--- src/rtl/cmp_search_8_bit.sv ---
// Binary-search initiator that drives an external comparator responder to locate a hidden value.
// Optional feature: define CMP_SEARCH_ERRCHK_EN to flag responses that are not one-hot on eq/gt/lt.
module cmp_search_8_bit #(
    parameter int WIDTH = 8
) (
    input  logic             clk,
    input  logic             rst_n,
    input  logic             start,
    input  logic             cmp_valid,
    input  logic             cmp_eq,
    input  logic             cmp_gt,
    input  logic             cmp_lt,
    output logic [WIDTH-1:0] trial,
    output logic             trial_valid,
    output logic             busy,
    output logic             done,
    output logic             found,
    output logic [WIDTH-1:0] result,
    output logic [3:0]       iter_cnt,
    output logic             err
);

    typedef enum logic [1:0] {
        IDLE,
        ISSUE,
        WAIT,
        DONE
    } state_t;

    // Bounds carry one extra magnitude bit plus a sign bit so hi can reach -1 and lo can reach 2^WIDTH.
    localparam logic signed [WIDTH+1:0] HI_INIT = {2'b00, {WIDTH{1'b1}}};
    localparam logic signed [WIDTH+1:0] ONE     = {{(WIDTH+1){1'b0}}, 1'b1};

    state_t                  state;
    logic signed [WIDTH+1:0] lo;
    logic signed [WIDTH+1:0] hi;
    logic signed [WIDTH+1:0] trialExt;
    logic signed [WIDTH+1:0] nextLo;
    logic signed [WIDTH+1:0] nextHi;
    logic                    exhausted;
    logic                    respEq;
    logic                    respGt;
    logic                    respLt;
`ifdef CMP_SEARCH_ERRCHK_EN
    logic                    respBad;
`endif

    function automatic logic [WIDTH-1:0] midPoint(input logic signed [WIDTH+1:0] a,
                                                  input logic signed [WIDTH+1:0] b);
        logic signed [WIDTH+1:0] sum;
        sum = a + b;
        return sum[WIDTH:1];
    endfunction

    function automatic logic [3:0] satInc(input logic [3:0] c);
        return (c == 4'd15) ? c : c + 4'd1;
    endfunction

    always_comb begin
        trialExt  = signed'({2'b00, trial});
        respEq    = cmp_eq;
        respGt    = ~cmp_eq & cmp_gt;
        // An explicit lt, or no flag at all, both narrow the upper bound.
        respLt    = ~cmp_eq & ~cmp_gt & (cmp_lt | ~(cmp_eq | cmp_gt | cmp_lt));
`ifdef CMP_SEARCH_ERRCHK_EN
        respBad   = ~(cmp_eq ^ cmp_gt ^ cmp_lt) | (cmp_eq & cmp_gt & cmp_lt);
`endif
        nextLo    = respGt ? trialExt + ONE : lo;
        nextHi    = respLt ? trialExt - ONE : hi;
        exhausted = nextLo > nextHi;
    end

    always_ff @(posedge clk) begin
        if (!rst_n) begin
            state       <= IDLE;
            trial       <= '0;
            trial_valid <= 1'b0;
            busy        <= 1'b0;
            done        <= 1'b0;
            found       <= 1'b0;
            result      <= '0;
            iter_cnt    <= '0;
`ifdef CMP_SEARCH_ERRCHK_EN
            err         <= 1'b0;
`endif
        end else begin
            case (state)
                IDLE: begin
                    done <= 1'b0;
                    if (start) begin
                        lo          <= '0;
                        hi          <= HI_INIT;
                        iter_cnt    <= '0;
                        found       <= 1'b0;
`ifdef CMP_SEARCH_ERRCHK_EN
                        err         <= 1'b0;
`endif
                        trial       <= midPoint('0, HI_INIT);
                        trial_valid <= 1'b1;
                        busy        <= 1'b1;
                        state       <= ISSUE;
                    end
                end
                ISSUE: begin
                    trial_valid <= 1'b0;
                    state       <= WAIT;
                end
                WAIT: begin
                    if (cmp_valid) begin
                        iter_cnt <= satInc(iter_cnt);
`ifdef CMP_SEARCH_ERRCHK_EN
                        if (respBad) begin
                            err    <= 1'b1;
                            found  <= 1'b0;
                            result <= trial;
                            done   <= 1'b1;
                            state  <= DONE;
                        end else
`endif
                        if (respEq) begin
                            found  <= 1'b1;
                            result <= trial;
                            done   <= 1'b1;
                            state  <= DONE;
                        end else begin
                            lo <= nextLo;
                            hi <= nextHi;
                            if (exhausted) begin
                                found  <= 1'b0;
                                result <= trial;
                                done   <= 1'b1;
                                state  <= DONE;
                            end else begin
                                trial       <= midPoint(nextLo, nextHi);
                                trial_valid <= 1'b1;
                                state       <= ISSUE;
                            end
                        end
                    end
                end
                DONE: begin
                    done  <= 1'b0;
                    busy  <= 1'b0;
                    state <= IDLE;
                end
                default: state <= IDLE;
            endcase
        end
    end

`ifndef CMP_SEARCH_ERRCHK_EN
    assign err = 1'b0;
`endif

endmodule

--- config.mk ---
export PLATFORM = sky130hd
export DESIGN_NAME = cmp_search_8_bit
export DESIGN_NICKNAME = d
export VERILOG_FILES = /design/src/rtl/cmp_search_8_bit.sv
export SDC_FILE = /design/constraint.sdc
export NUM_CORES = 1
export LEC_CHECK = 0
export ABC_AREA = 0
export CAP_MARGIN = 20
export CELL_PAD_IN_SITES_DETAIL_PLACEMENT = 2
export CELL_PAD_IN_SITES_GLOBAL_PLACEMENT = 2
export CORE_ASPECT_RATIO = 2
export CORE_MARGIN = 3
export CORE_UTILIZATION = 38
export CTS_CLUSTER_SIZE = 8
export DETAILED_ROUTE_END_ITERATION = 10
export PLACE_DENSITY_LB_ADDON = 0.2
export SYNTH_ARGS = -nofsm -noshare
export SYNTH_HDL_FRONTEND = slang
export SYNTH_SLANG_ARGS = --single-unit
--- constraint.sdc ---
create_clock -name clk -period 5.7 [get_ports clk]
set_input_delay 1.14 -clock clk [delete_from_list [all_inputs] [get_ports clk]]
set_output_delay 1.14 -clock clk [all_outputs]
set_load 0.02 [all_outputs]
==> results of run 1 <==
cell families (layout without fill, tap and decap cells):
| logic type | after synthesis | in the layout | share of synthesized area (%) |
|---|---|---|---|
| XOR/XNOR | 21 | 21 | 6.229 |
| flip-flops | 46 | 46 | 37.97 |
| other | 1 | 1 | 0.1270 |
| multiplexers | 12 | 12 | 4.068 |
| buffers and inverters | 43 | 67 | 5.678 |
| AO/OA/AOI/OAI | 66 | 66 | 14.83 |
| AND/OR/NAND/NOR | 120 | 120 | 19.83 |
| adder cells (fa/ha/maj) | 26 | 26 | 11.27 |
tightest hold or removal path, cell delays in order, from the launching register on:
cell and delay (ns):
sky130_fd_sc_hd__dfxtp_1 0.31, sky130_fd_sc_hd__nand2_1 0.05, sky130_fd_sc_hd__mux2i_1 0.05
sequential cells by signal, summed over array words and instances (netlist names), 2 cells and up:
signal    count
iter_cnt      4
result        8
trial         8
state         2
lo           10
hi           10
report_power, final:
| part | leakage [uW] | internal [uW] | switching (uW) |
|---|---|---|---|
| clock network | 0.0000775 | 178 | 129 |
| registers | 0.000382 | 398 | 71.4 |
| logic | 0.000890 | 230 | 338 |
cell type report:
class	instances	area share (%)
clock buffers	7	4.132
well taps	92	3.306
repair buffers	36	9.845
inverters	23	2.479
flip-flops and latches	46	32.20
clock inverters	1	0.2515
multi-input cells	246	47.79
final timing paths:
| kind | start | to | slack, ns |
|---|---|---|---|
| worst max-delay path | cmp_eq | trial[1] | 1.11 |
| worst min-delay path | result[1] | result[1] | 0.46 |
| worst max register to register | trial[0] | trial[1] | 1.87 |
| worst min register to register | result[1] | result[1] | 0.46 |
per-stage QoR:
stage                     instance area [sq um]  hold slack, ns  cells  worst slack (ns)
after CTS                                  3482          0.4673    451             1.096
final                                      3482          0.4627    451             1.108
after global routing                       3482          0.4849    451            0.7976
after detailed placement                   3329          0.4543    443            0.8187
after floorplan                            2953          0.4703    335             1.788
after global placement                     3329          0.4446    443            0.9352
layer usage:
layer / global-route usage, % / vias up / routed length, microns
met5: 0 / - / 0
met4: 7.855 / 0 / 251
met3: 3.422 / 14 / 180
met2: 44.20 / 30 / 5318
met1: 24.10 / 1242 / 3361
li1: - / 1198 / -
cell usage in the layout, fill, tap and decap left out, types with 3 or more instances in the layout:
cell type | synthesis | final
sky130_fd_sc_hd__a21oi_1 | 25 | 25
sky130_fd_sc_hd__and2_1 | 8 | 8
sky130_fd_sc_hd__and3_1 | 3 | 3
sky130_fd_sc_hd__buf_4 | 1 | 7
sky130_fd_sc_hd__clkbuf_16 | 0 | 5
sky130_fd_sc_hd__clkdlybuf4s50_1 | 0 | 29
sky130_fd_sc_hd__dfxtp_1 | 26 | 26
sky130_fd_sc_hd__edfxtp_1 | 20 | 20
sky130_fd_sc_hd__ha_1 | 25 | 25
sky130_fd_sc_hd__inv_1 | 23 | 23
sky130_fd_sc_hd__mux2i_1 | 12 | 12
sky130_fd_sc_hd__nand2_1 | 45 | 45
sky130_fd_sc_hd__nand2b_1 | 4 | 4
sky130_fd_sc_hd__nand3_1 | 7 | 7
sky130_fd_sc_hd__nand3b_1 | 5 | 5
sky130_fd_sc_hd__nor2_1 | 24 | 24
sky130_fd_sc_hd__nor2b_1 | 5 | 5
sky130_fd_sc_hd__nor3_1 | 6 | 6
sky130_fd_sc_hd__o2111ai_1 | 5 | 5
sky130_fd_sc_hd__o211ai_1 | 3 | 3
sky130_fd_sc_hd__o21ai_0 | 16 | 16
sky130_fd_sc_hd__or2_2 | 3 | 3
sky130_fd_sc_hd__xnor2_1 | 10 | 10
sky130_fd_sc_hd__xor2_1 | 11 | 11
==> flow_metrics.py, run 1 <==
metrics = {
    "run": {
        "maxCapViolCount": 0,
    },
    "critical_path": {
        "crit_chain": "clkdlybuf4s50_1 -> nand2b_1 -> o31ai_1 -> ha_1 -> and4b_1 -> nand2_1 -> o2111ai_1 -> o21a_4 -> nor3_1 -> a221oi_1",
        "critical-path-max-stage-delay_ns": 0.67,
        "critPathMaxFanout": 19,
        "worstSetupEndpointType": "flip-flop",
        "cpLargestDelayFamily": "compound AO/OA/AOI/OAI gates",
        "rr_worst_depth": 13,
        "setup.worst_path.class": "in -> reg",
        "crit_buf_inv": 1,
        "worst_path_max_delay_cell": "sky130_fd_sc_hd__o31ai_1",
        "critical_path_cell_count": 10,
        "worst_ep_arrival_time_ns": 4.73,
        "setup.worst_path.start_class": "primary input",
        "critPathRequiredTime_ns": 5.84,
    },
    "cells_and_area": {
        "n_fill_cell": 825,
        "layout.core_utilization_pct": 46.85,
        "area.growth.synth_to_final_pct": 17.92,
        "fin_nets": 391,
        "final-seq-area_sq_um": 1121,
        "area_of_combinational_cells_with_multiple_inputs_sq_um": 1664,
        "antenna-diode-count": 0,
        "proportion_of_layout_cells_with_a_drive_suffix_above_1_pct": 6.128,
    },
    "die": {
        "floorplan.die_area_sq_um": 8928,
        "die_width_microns": 68.33,
        "top_level_ports": 32,
        "core_area_sq_um": 7432,
        "initial_core_util_pct": 39.73,
        "floorplan.die.height_microns": 130.7,
        "num_rows": 44,
    },
    "yosys": {
        "post-synth-top-count-cell": "sky130_fd_sc_hd__nand2_1",
        "synth-warning-count": 0,
        "synth.top_cells.by_area": "sky130_fd_sc_hd__edfxtp_1 (20%), sky130_fd_sc_hd__dfxtp_1 (18%), sky130_fd_sc_hd__ha_1 (11%)",
        "synthesis.area_per_instance_sq_um": 8.814,
        "syn_nets": 368,
        "synth-edff-count": 20,
        "netlist_top_cells_count": "sky130_fd_sc_hd__nand2_1 (45), sky130_fd_sc_hd__dfxtp_1 (26), sky130_fd_sc_hd__a21oi_1 (25), sky130_fd_sc_hd__ha_1 (25), sky130_fd_sc_hd__nor2_1 (24)",
        "synthDistinctLibCells": 49,
        "ys_async_rst_share_pct": 0,
        "synth_top_area_share_pct": 20.34,
        "synthesis.instances": 335,
        "ys_dominant_reg_cell": "sky130_fd_sc_hd__dfxtp_1",
        "ys_seq_area_share_pct": 37.97,
        "syn-cell-area_sq_um": 2953,
        "synth.ff_latch_count": 46,
        "synthDominantAreaCellType": "sky130_fd_sc_hd__edfxtp_1",
    },
    "grt": {
        "grt_util_all_layers_pct": 22.97,
        "grt_pass1_wl_microns": 15040,
        "grt_overflow_total": 0,
        "grt_pass1_vias": 2802,
        "grt_antenna_before_repair": 0,
        "grt_max_degree": 30,
    },
    "timing": {
        "finalMaxSlewViolations": 0,
        "timing.slew.headroom_pct": 43.08,
        "final_setup_violating_endpoints": 0,
        "worst-slew-pin-transition_ns": 0.8512,
        "finalWorstPathRequiredPeriod_ns": 4.592,
        "worst_clock_skew_ns": 0.007359,
        "final-hold-violation-count": 0,
        "fin_setup_tns_ns": 0,
        "rsz_0062_raised_after_global_routing": "no",
        "achievable-frequency_ghz": 0.2178,
        "crit_share_post_route_pct": 80.56,
    },
    "clock_tree": {
        "cts_num_sinks": 46,
        "clkLatencyLatePin_ns": 0.29,
        "holdBufCountCts": 0,
        "numCtsBuffers": 5,
        "cts.clk_slew.worst_paths_ns": 0.07,
        "post_cts.resized_instances": 0,
        "cts_htree_levels": 2,
        "clock_tree_from_tritoncts": "done",
        "post-cts-setup-buffers": 0,
        "cts_root_buffer": "sky130_fd_sc_hd__clkbuf_16",
        "cts_max_path_buffers": 2,
    },
    "placed_design": {
        "portBuffers": 29,
        "finalWeightedCongestion": 0.7979,
        "hpwl_after_detailed_placement_microns": 6969,
    },
    "hold_path": {
        "worst_hold_path_type": "reg -> reg",
        "hold-path-cell-count": 2,
    },
    "power": {
        "power_per_cell_area_nw_per_um2": 386.1,
        "p_leak_uw": 0.001349,
        "finalPower_uw": 1344,
        "ir_worst_vdd_uv": 205.4,
    },
    "routing": {
        "vias_per_instance": 5.508,
        "route.antenna.remaining_nets": 0,
        "dr.pass1.iters": 4,
        "drcViolationCount": 0,
        "routed_wl_microns": 9112,
        "iter_0_drt_violations": 104,
        "vias": 2484,
        "avgRoutedWirePerCell_microns": 20.20,
    },
    "outcome": {
        "result_of_the_run": "complete, no violations",
    },
}
No activity file was read; power rests on OpenSTA's default activity.
==> run 2, diff against run 1 <==
Settings changed: CORE_UTILIZATION 38 to 31.
Clock period 5.7 ns to 4 ns, I/O delays scaled along.
==> run 2 against run 1 <==
Against the previous run: worst hold slack gained 0.0035 ns; die area increased by 21%; combinational power rose by 64%; sequential power is 43% higher; cell area rose by 8.0%; clock power up 50%; global-route usage is 2.8 points lower; via count is 6.3% higher; register-to-register slack lost 1.5 ns; critical path depth increased by 2; clock-buffer cell count unchanged; total power up 53%; largest cell class unchanged; largest power group unchanged.
==> flow_metrics.py, run 2 (synthesis results as in run 1) <==
metrics = {
    "timing": {
        "achievable-frequency_ghz": 0.2633,
        "finalWorstPathRequiredPeriod_ns": 3.798,
        "worst-slew-pin-transition_ns": 0.7392,
        "finalMaxSlewViolations": 0,
        "fin_setup_tns_ns": 0,
        "setup_ws_ns": 0.2023,
        "worst_clock_skew_ns": 0.006517,
        "final_setup_violating_endpoints": 0,
        "crit_share_post_route_pct": 94.94,
        "rsz_0062_raised_after_global_routing": "no",
        "final-hold-violation-count": 0,
        "hold_ws_ns": 0.4663,
        "timing.slew.headroom_pct": 50.20,
    },
    "power": {
        "finalPower_uw": 2064,
        "p_seq_share_pct": 32.4,
        "cell_internal_pwr_uw": 1250,
        "power_switching_uw": 813.2,
        "power_per_cell_area_nw_per_um2": 548.8,
        "ir_worst_vdd_uv": 328.9,
        "pwr-share-clk_pct": 22.3,
        "p_leak_uw": 0.001511,
        "fraction_of_power_consumed_by_combinational_cells_pct": 45.2,
        "sw_frac_of_total_pct": 39.41,
    },
    "critical_path": {
        "cpLargestDelayFamily": "compound AO/OA/AOI/OAI gates",
        "crit_buf_inv": 3,
        "crit_chain": "clkdlybuf4s50_1 -> or2_2 -> buf_12 -> a21oi_1 -> inv_1 -> ha_1 -> and4b_1 -> nand2_1 -> o2111ai_1 -> o21a_4 -> o211ai_2 -> o31ai_1",
        "setup.worst_path.start_class": "primary input",
        "worstSetupEndpointType": "flip-flop",
        "setup.worst_path.class": "in -> reg",
        "critPathMaxFanout": 18,
        "critPathRequiredTime_ns": 4.19,
        "worst_ep_arrival_time_ns": 3.99,
        "worst_path_max_delay_cell": "sky130_fd_sc_hd__clkdlybuf4s50_1",
        "critical-path-max-stage-delay_ns": 0.42,
    },
    "clock_tree": {
        "cts_num_sinks": 46,
        "clock_tree_from_tritoncts": "done",
        "post-cts-setup-buffers": 0,
        "cts_root_buffer": "sky130_fd_sc_hd__clkbuf_16",
        "cts_max_path_buffers": 2,
        "clkLatencyLatePin_ns": 0.30,
        "cts.clk_slew.worst_paths_ns": 0.06,
        "numCtsBuffers": 5,
        "holdBufCountCts": 0,
        "cts_htree_levels": 2,
    },
    "grt": {
        "grt_overflow_total": 0,
        "grt_pass1_vias": 3028,
        "grt_max_degree": 29,
        "grt_pass1_wl_microns": 16120,
        "grt_util_all_layers_pct": 20.20,
        "grt_antenna_before_repair": 0,
    },
    "routing": {
        "route.antenna.remaining_nets": 0,
        "dr.pass1.iters": 4,
        "routed_wl_microns": 9936,
        "vias": 2640,
        "drcViolationCount": 0,
        "iter_0_drt_violations": 87,
        "avgRoutedWirePerCell_microns": 20.20,
        "vias_per_instance": 5.366,
    },
    "die": {
        "top_level_ports": 32,
        "num_rows": 49,
        "core_area_sq_um": 9135,
        "floorplan.die.height_microns": 144.0,
        "floorplan.die_area_sq_um": 10800,
        "die_width_microns": 75.01,
        "initial_core_util_pct": 32.32,
    },
    "run": {
        "maxCapViolCount": 0,
    },
    "cells_and_area": {
        "reg_top3": "hi (10), lo (10)",
        "layout.cells.most_common_list": "sky130_fd_sc_hd__nand2_1 (45), sky130_fd_sc_hd__buf_4 (36), sky130_fd_sc_hd__clkdlybuf4s50_1 (29)",
        "fin_nets": 422,
        "stdcell_area_sq_um": 3760,
        "final_common_cell": "sky130_fd_sc_hd__nand2_1",
        "area.growth.synth_to_final_pct": 27.33,
        "antenna-diode-count": 0,
        "proportion_of_layout_cells_with_a_drive_suffix_above_1_pct": 13.33,
        "n_fill_cell": 996,
    },
    "outcome": {
        "result_of_the_run": "complete, no violations",
    },
    "hold_path": {
        "worst_hold_path_type": "reg -> reg",
    },
    "placed_design": {
        "portBuffers": 29,
        "hpwl_after_detailed_placement_microns": 7606,
        "finalWeightedCongestion": 0.7976,
        "placed_instance_area_sq_um": 3600,
        "post-place-ws_ns": -0.1389,
    },
}
## run 2: cell types whose count changed in the layout (fill, tap and decap cells not counted), moves of 2 or more
cell | before | now
sky130_fd_sc_hd__o21ai_0 | 16 | 14
sky130_fd_sc_hd__buf_12 | 0 | 2
sky130_fd_sc_hd__o21ai_1 | 0 | 2
sky130_fd_sc_hd__buf_4 | 7 | 36
## run 2: layout make-up
type,count,area [sq um],area share [%]
inverters,23,86.33,2.296
repair buffers,67,600.6,15.97
clock inverters,1,6.256,0.1664
multi-input cells,246,1664,44.26
clock buffers,7,153.9,4.093
flip-flops and latches,46,1121,29.82
well taps,102,127.6,3.394
## run 2: tightest hold or removal path: stages, from the launching register on
cell	delay, ns
sky130_fd_sc_hd__dfxtp_1	0.31
sky130_fd_sc_hd__nand2_1	0.05
sky130_fd_sc_hd__mux2i_1	0.06
## run 2: timing repair
item,CTS,global route
endpoints found under the hold margin,0,0
resized for setup,0,2
endpoints found under the setup margin,0,6
## run 2: stage by stage
step / util, % / cells
floorplan: - / 335
global placement: 39.41 / 484
detailed placement: 39.41 / 484
CTS: 41.16 / 492
global route: 41.16 / 492
finish: 41.16 / 492
## run 2: layer usage
metal	wire length (microns)	GRT usage, %	up-vias
li1	-	-	1258
met2	5797	40.11	47
met1	3574	19.50	1314
met3	174	2.644	21
met4	391	8.537	0
met5	0	0	-
## run 2: power groups by stage
| stage | Clock [uW] | Combinational [uW] | Sequential (uW) |
|---|---|---|---|
| final | 461 | 934 | 669 |
| after global routing | 495 | 1040 | 682 |
| after detailed placement | 0 | 930 | 682 |
| after CTS | 472 | 947 | 671 |
| after floorplan | 0 | 536 | 661 |
| after global placement | 0 | 899 | 678 |
## run 2: final timing paths
path               end  slack (ns)  cells past startpoint       from
max               done        0.20                     12     cmp_gt
min reg2reg  result[1]        0.47                      2  result[1]
min          result[1]        0.47                      2  result[1]
max reg2reg       done        0.37                     14   trial[0]
==> run 3, diff against run 2 <==
Settings changed: SETUP_SLACK_MARGIN set to 0.05.
==> run 3 against run 2 <==
Against the previous run: clock power about the same; cell area increased by 0.43%; cell count is the same; core utilization up 0.18 points; critical path type unchanged; largest cell class unchanged.
==> flow_metrics.py, run 3 (synthesis results as in run 1) <==
metrics = {
    "grt": {
        "grt_overflow_total": 0,
        "grt_util_all_layers_pct": 20.20,
        "grt_pass1_wl_microns": 16120,
        "grt_antenna_before_repair": 0,
        "grt_pass1_vias": 3028,
        "grt_max_degree": 29,
    },
    "cells_and_area": {
        "n_fill_cell": 991,
        "antenna-diode-count": 0,
        "area.growth.synth_to_final_pct": 27.88,
        "layout.core_utilization_pct": 41.34,
        "fin_nets": 422,
        "proportion_of_layout_cells_with_a_drive_suffix_above_1_pct": 14.10,
        "reg_top3": "hi (10), lo (10)",
        "final_common_cell": "sky130_fd_sc_hd__nand2_1",
        "layout.cells.most_common_list": "sky130_fd_sc_hd__nand2_1 (45), sky130_fd_sc_hd__buf_4 (36), sky130_fd_sc_hd__clkdlybuf4s50_1 (29)",
        "stdcell_area_sq_um": 3776,
    },
    "die": {
        "floorplan.die.height_microns": 144.0,
        "num_rows": 49,
        "core_area_sq_um": 9135,
        "top_level_ports": 32,
        "die_width_microns": 75.01,
        "floorplan.die_area_sq_um": 10800,
        "initial_core_util_pct": 32.32,
    },
    "clock_tree": {
        "clock_tree_from_tritoncts": "done",
        "cts_max_path_buffers": 2,
        "numCtsBuffers": 5,
        "clkLatencyLatePin_ns": 0.29,
        "cts_num_sinks": 46,
        "post_cts.resized_instances": 0,
        "holdBufCountCts": 0,
        "cts.clk_slew.worst_paths_ns": 0.06,
        "cts_root_buffer": "sky130_fd_sc_hd__clkbuf_16",
        "cts_htree_levels": 2,
        "post-cts-setup-buffers": 0,
    },
    "critical_path": {
        "critPathRequiredTime_ns": 4.22,
        "endpoint": "result[6]",
        "crit_chain": "clkdlybuf4s50_1 -> or2_2 -> buf_12 -> a21oi_1 -> inv_1 -> ha_1 -> nor4_2 -> nand2_1 -> o32a_4 -> o21a_4 -> o211ai_2 -> mux2i_1",
        "worst_path_max_delay_cell": "sky130_fd_sc_hd__clkdlybuf4s50_1",
        "setup.worst_path.class": "in -> reg",
        "rr_startpoint": "trial[0]",
        "worstSetupEndpointType": "flip-flop",
        "rrSetupSlack_ns": 0.43,
        "setup.worst_path.start_class": "primary input",
        "worst_ep_arrival_time_ns": 3.94,
        "crit_path_start": "cmp_gt",
        "critPathMaxFanout": 18,
        "critical-path-max-stage-delay_ns": 0.42,
        "rr_worst_depth": 14,
        "regToRegEndpoint": "result[6]",
    },
    "timing": {
        "rsz_0062_raised_after_global_routing": "no",
        "worst_clock_skew_ns": 0.006415,
        "achievable-frequency_ghz": 0.2686,
        "finalMaxSlewViolations": 0,
        "final_setup_violating_endpoints": 0,
        "final-hold-violation-count": 0,
        "timing.slew.headroom_pct": 50.23,
        "crit_share_post_route_pct": 93.07,
        "worst-slew-pin-transition_ns": 0.7388,
        "finalWorstPathRequiredPeriod_ns": 3.723,
    },
    "placed_design": {
        "hpwl_after_detailed_placement_microns": 7606,
        "placed_instance_area_sq_um": 3600,
        "portBuffers": 29,
        "finalWeightedCongestion": 0.7976,
    },
    "routing": {
        "drcViolationCount": 0,
        "dr.pass1.iters": 4,
        "route.antenna.remaining_nets": 0,
        "vias": 2628,
        "iter_0_drt_violations": 97,
        "routed_wl_microns": 9870,
        "vias_per_instance": 5.341,
        "avgRoutedWirePerCell_microns": 20.06,
    },
    "outcome": {
        "result_of_the_run": "complete, no violations",
    },
    "power": {
        "p_leak_uw": 0.001514,
        "power_per_cell_area_nw_per_um2": 547.1,
        "ir_worst_vdd_uv": 330.2,
    },
    "hold_path": {
        "worst_hold_path_type": "reg -> reg",
        "hold-path-cell-count": 2,
    },
    "run": {
        "maxCapViolCount": 0,
    },
}
## run 3: cell count changes in the layout (fill, tap and decap cells not counted)
cell / change
sky130_fd_sc_hd__a221oi_1: -1
sky130_fd_sc_hd__a221oi_2: +1
sky130_fd_sc_hd__a21oi_1: -1
sky130_fd_sc_hd__o2111ai_2: +1
sky130_fd_sc_hd__a21oi_2: +1
sky130_fd_sc_hd__o2111ai_1: -1
## run 3: final cells by class
type	count	area, sq um	share of cell area, %
multi-input combinational	246	1680	44.50
sequential	46	1121	29.69
timing repair buffer	67	600.6	15.90
clock buffer	7	153.9	4.076
tap	102	127.6	3.380
inverter	23	86.33	2.286
clock inverter	1	6.256	0.1657
## run 3: worst min-delay path by stage
stage	start	to	slack [ns]
final	result[1]	result[1]	0.47
after global routing	result[3]	result[3]	0.50
after CTS	result[4]	result[4]	0.48
after detailed placement	result[1]	result[1]	0.46
after global placement	result[7]	result[7]	0.45
after floorplan	state[0]	state[0]	0.47
## run 3: power breakdown
part / total, uW / internal, uW / switching (uW)
registers: 668 / 567 / 100
clock network: 460 / 271 / 189
logic: 938 / 416 / 522
## run 3: worst max-delay path, delay by kind of cell
kind	cells	cell delay [ns]
AO/OA/AOI/OAI	4	1.10
AND/OR/NAND/NOR	3	0.81
buffers and inverters	3	0.66
adder cells (fa/ha/maj)	1	0.33
multiplexers	1	0.24
## run 3: routing by layer
metal  wire (microns)  part of all wire, %  vias to the layer above  track usage [%]
met5                0                    0                        -                0
met4              389                  3.9                        0            8.537
li1                 -                    -                     1262                -
met3              174                  1.8                       22            2.644
met1             3582                   36                     1298            19.50
met2             5723                   58                       46            40.11
## run 3: stage by stage
stage          hold WS, ns  power, uW  setup TNS [ns]  setup WS (ns)  instances
4_1_cts             0.4775       2090               0        0.06779        492
2_1_floorplan       0.4703       1197               0         0.4275        335
5_1_grt             0.5039       2221               0         0.1100        492
3_5_place_dp        0.4611       1611          -1.416        -0.1389        484
6_report            0.4663       2066               0         0.2772        492
3_3_place_gp        0.4458       1577         -0.6014       -0.07273        484
